--- config.mk ---
export PLATFORM = sky130hd
export DESIGN_NAME = tff_sync_down_timer
export DESIGN_NICKNAME = d
export VERILOG_FILES = /design/src/rtl/tff_sync_down_timer.sv
export SDC_FILE = /design/constraint.sdc
export NUM_CORES = 1
export LEC_CHECK = 0
export BUFFER_PORTS_ARGS = -buffer_cell sky130_fd_sc_hd__clkbuf_2
export CORE_ASPECT_RATIO = 1.2
export CORE_MARGIN = 2
export CORE_UTILIZATION = 32
export DETAILED_ROUTE_END_ITERATION = 12
export PLACE_DENSITY = 0.64
export SYNTH_ARGS = -nofsm -noshare
export SYNTH_HDL_FRONTEND = slang
export SYNTH_SLANG_ARGS = --single-unit
--- constraint.sdc ---
create_clock -name clk -period 2.6 [get_ports clk]
set_input_delay 0.52 -clock clk [delete_from_list [all_inputs] [get_ports clk]]
set_output_delay 0.52 -clock clk [all_outputs]
set_load 0.1 [all_outputs]
--- src/rtl/tff_sync_down_timer.sv ---
// Loadable synchronous down timer built from T-type count bits, with terminal-count pulse,
// auto-reload and IDLE/RUN/DONE run control. Define TIMER_PRESCALE_EN to divide the count tick by PRESCALE.
module tff_sync_down_timer #(
  parameter int unsigned WIDTH    = 4,
  parameter int unsigned PRESCALE = 4
) (
  input  logic             clk,
  input  logic             rst,
  input  logic             load,
  input  logic [WIDTH-1:0] load_val,
  input  logic             start,
  input  logic             stop,
  input  logic             auto_reload,
  output logic [WIDTH-1:0] q,
  output logic [WIDTH-1:0] qbar,
  output logic             tc,
  output logic             busy,
  output logic             done
);

  typedef enum logic [1:0] {
    ST_IDLE = 2'd0,
    ST_RUN  = 2'd1,
    ST_DONE = 2'd2
  } state_e;

  state_e           state_q, state_d;
  logic [WIDTH-1:0] cnt_q, cnt_d;
  logic [WIDTH-1:0] rel_q, rel_d;
  logic [WIDTH-1:0] t_en;
  logic             borrow;
  logic             tc_d;
  logic             tick;
  logic             is_run;

  if (PRESCALE < 2) begin : g_prescale_chk
    $error("PRESCALE must be >= 2");
  end

  assign is_run = (state_q == ST_RUN);

`ifdef TIMER_PRESCALE_EN
  localparam int unsigned PW = $clog2(PRESCALE);

  logic [PW-1:0] pre_q, pre_d;

  // Tick on the PRESCALE-th RUN cycle; any control event or non-RUN cycle restarts the divider.
  assign tick = is_run && (pre_q == PW'(PRESCALE - 1));

  always_comb begin
    pre_d = pre_q + PW'(1);
    if (load || stop || start || !is_run || tick) begin
      pre_d = '0;
    end
  end

  always_ff @(posedge clk or posedge rst) begin
    if (rst) begin
      pre_q <= '0;
    end else begin
      pre_q <= pre_d;
    end
  end
`else
  assign tick = is_run;
`endif

  // Bit i toggles when every lower bit is zero; suppressed at zero so the count never wraps.
  always_comb begin
    t_en   = '0;
    borrow = tick && (cnt_q != '0);
    for (int i = 0; i < int'(WIDTH); i++) begin
      t_en[i] = borrow;
      borrow  = borrow & ~cnt_q[i];
    end
  end

  // Control priority: load > stop > start > counting.
  always_comb begin
    state_d = state_q;
    cnt_d   = cnt_q;
    rel_d   = rel_q;
    tc_d    = 1'b0;
    if (load) begin
      cnt_d = load_val;
      rel_d = load_val;
      if (stop || !is_run) begin
        state_d = ST_IDLE;
      end
    end else if (stop) begin
      if (is_run) begin
        state_d = ST_IDLE;
      end
    end else if (start && !is_run) begin
      state_d = ST_RUN;
      if (state_q == ST_DONE) begin
        cnt_d = rel_q;
      end
    end else if (tick) begin
      if (cnt_q != '0) begin
        cnt_d = cnt_q ^ t_en;
      end else begin
        tc_d = 1'b1;
        if (auto_reload) begin
          cnt_d = rel_q;
        end else begin
          state_d = ST_DONE;
        end
      end
    end
  end

  always_ff @(posedge clk or posedge rst) begin
    if (rst) begin
      state_q <= ST_IDLE;
      cnt_q   <= '0;
      rel_q   <= '0;
      tc      <= 1'b0;
      busy    <= 1'b0;
      done    <= 1'b0;
    end else begin
      state_q <= state_d;
      cnt_q   <= cnt_d;
      rel_q   <= rel_d;
      tc      <= tc_d;
      busy    <= (state_d == ST_RUN);
      done    <= (state_d == ST_DONE);
    end
  end

  assign q    = cnt_q;
  assign qbar = ~cnt_q;

endmodule
==> summary.txt <==
Status: finished, final reports clean
Type of the worst setup path: flop to flop
Total GRT Usage: 13.4%
Worst path required time: 2800 ps
Die height: 56.2 um
Hold WC Path Type: input pin to asynchronous set/reset pin
Worst Clk Skew: 5.43 ps
Worst Tran Pin Value: 646 ps
Max Cap Violations: 0
Hold Violations, Final: 0
IO buf count: 20
Crit path cell chain: nor4_4, nor2_1, ha_1, ha_1, ha_1, xnor2_1, o211ai_1, o211ai_1, a31oi_1
Final Cycle Share: 75.8%
# hold bufs at CTS: 0
Number of global-route vias before repair: 617
Routed wl met3: 79 um
Post-synthesis sequential area ratio: 44.8%
Setup_tns: 0 ps
Top delay family on crit path: adder cells
Die ar.: 2670 um2
Slowest cell on crit path: dfrtp_4
Clk_lat worst skew: 270 ps
GPL Wtd Cong: 0.849
Non-filler instance count after layout: 128
Final wirelength: 1530 um
Total grt overflow: 0
First-pass iteration count of the detailed router: 4
M1 WL: 698 um
# fillers: 219
Yosys top cell by area: dfrtp_1
Top Ports: 21
DR WL/cell: 11.9 um
VDD IR max: 368 uV
Die X-Extent: 47.5 um
RSZ-0062 raised after global routing: false
Syn-to-layout area delta: 25.0%
DR WL met2: 740 um
First-pass GRT wire length: 2630 um
Pre-CTS setup slack: 636 ps
Mapped cell area: 726 um2
Synth area leaders: dfrtp_1 (45%), inv_1 (5.7%), ha_1 (5.2%)
Initial antenna violation count: 0
Post-CTS setup buffer count: 0
Warnings from Yosys: 0
Synth Net Count: 87
Synth Register Bits: 13
Inst Count DP: 124
Root buf cell: clkbuf_4
Power per Cell Area: 796 nW/um2
Post-detail-place hpwl: 1230 um
CP dominant cell by count: ha_1
Initial Utilization: 34.6%
PostCTS Resize Cnt: 0
Number of diodes: 0
Peak Freq: 507 MHz
H-tree levels: 1
Final setup fails: 0
CTS Buf Count: 3
Post-route ant nets: 0
Largest net degree at the start of global routing: 14
Power, Total: 0.000722 W
FP Rows: 18
CTS sink count: 13
Post-Syn Instances: 74
Core Util, Final: 43.3%
Top-area cell type share of the netlist area: 44.8%
P_leak: 0.427 nW
Via Count: 641
Netlist cell types: 27
Final min period: 1970 ps
Max Slew Vio Count: 0
Buffers & Inverters on Critical Path: 0
Worst-path clk slew: 80 ps
Critical Path Max Stage Delay: 520 ps
# DRC: 0
Max Used Layer: met4
Worst Path Arrival: 2170 ps
Max Buffers Root-to-Sink: 2
Initial DRC count: 6
Nets: 112
Via density: 5.01
CTS tree: built
Core area: 2090 um2
Crit path capture type: flop
Share of cells above drive strength 1: 36.7%
Syn avg cell area: 9.81 um2
Setup ws final: 629 ps
Largest fanout on the critical path: 4
CP startpoint kind: flop
Relative slew slack: 56.5%
[state kept, by name (all words and copies together) (netlist names)]
name	flops
state_q	2
q	4
busy	1
done	1
rel_q	4
tc	1
[cell usage after synthesis]
cell / count
a211oi_1: 4
a21boi_2: 1
a21oi_1: 4
a31oi_1: 1
a31oi_2: 1
a32oi_1: 1
and3_1: 1
and3_2: 1
clkbuf_1: 1
dfrtp_1: 13
ha_1: 3
inv_1: 11
mux2_2: 2
nand2_1: 4
nand2b_1: 2
nand3b_1: 1
nor2_1: 2
nor2b_1: 1
nor3_1: 2
nor3b_1: 1
nor4_4: 1
o211ai_1: 4
o21ai_0: 5
o22ai_1: 4
or2_4: 1
or4_1: 1
xnor2_1: 1
[layer usage]
| layer | up-vias | track usage, % |
|---|---|---|
| met1 | 301 | 17.6 |
| li1 | 319 | - |
| met5 | - | 0 |
| met3 | 2 | 1.95 |
| met4 | 0 | 5.95 |
| met2 | 19 | 20.8 |
[area by class of cell]
type	instances	area (um2)	share of cell area [%]
Sequential cell	13	332	36.6
Clock buffer	4	26.3	2.90
Tap cell	30	37.5	4.14
Timing Repair Buffer	21	108	11.9
Multi-Input combinational cell	49	355	39.2
Inverter	11	48.8	5.38
[report_power, final]
group | internal (W) | switching (W) | total, W
clock | 0.0000594 | 0.0000662 | 0.000126
sequential | 0.000227 | 0.0000293 | 0.000257
combinational | 0.0000703 | 0.000270 | 0.000340
[cell families after synthesis]
group,Yosys count,share of synthesized area [%]
compound gates,25,23.3
flops,13,44.8
buf+inv,12,6.21
simple gates,18,16.2
xor+xnor,1,1.21
mux,2,3.10
fa+ha+maj,3,5.17
[path summary, 6_finish.rpt]
check,start,end,slack (ps),cells after the start
setup / recovery,q[0]$_DFFE_PP0P_,q[3]$_DFFE_PP0P_,630,9
hold / removal,rst,done$_DFF_PP0_,240,2
setup reg to reg,q[0]$_DFFE_PP0P_,q[3]$_DFFE_PP0P_,630,9
hold reg to reg,rel_q[1]$_DFFE_PP0P_,rel_q[1]$_DFFE_PP0P_,520,1
max in group asynchronous,rst,q[0]$_DFFE_PP0P_,1970,2
min in group clk,load_val[3],rel_q[3]$_DFFE_PP0P_,490,3
[layout by cell type, fill, tap and decap left out, types with 2 or more instances in the layout]
master       n
a211oi_1     4
a21oi_1      4
clkbuf_2    20
clkbuf_4     3
clkinvlp_4   2
dfrtp_1     10
dfrtp_2      2
ha_1         3
inv_1        9
mux2_2       2
nand2_1      4
nand2b_1     2
nor2_1       2
nor3_1       2
o211ai_1     4
o21ai_0      5
o22ai_1      4
[through the flow]
step / area, um2 / hold WS (ps)
6_report: 907 / 240
5_1_grt: 907 / 293
4_1_cts: 907 / 257
3_5_place_dp: 881 / 504
3_3_place_gp: 881 / 498
2_1_floorplan: 739 / 397
Power figures use the tool's default switching activity.
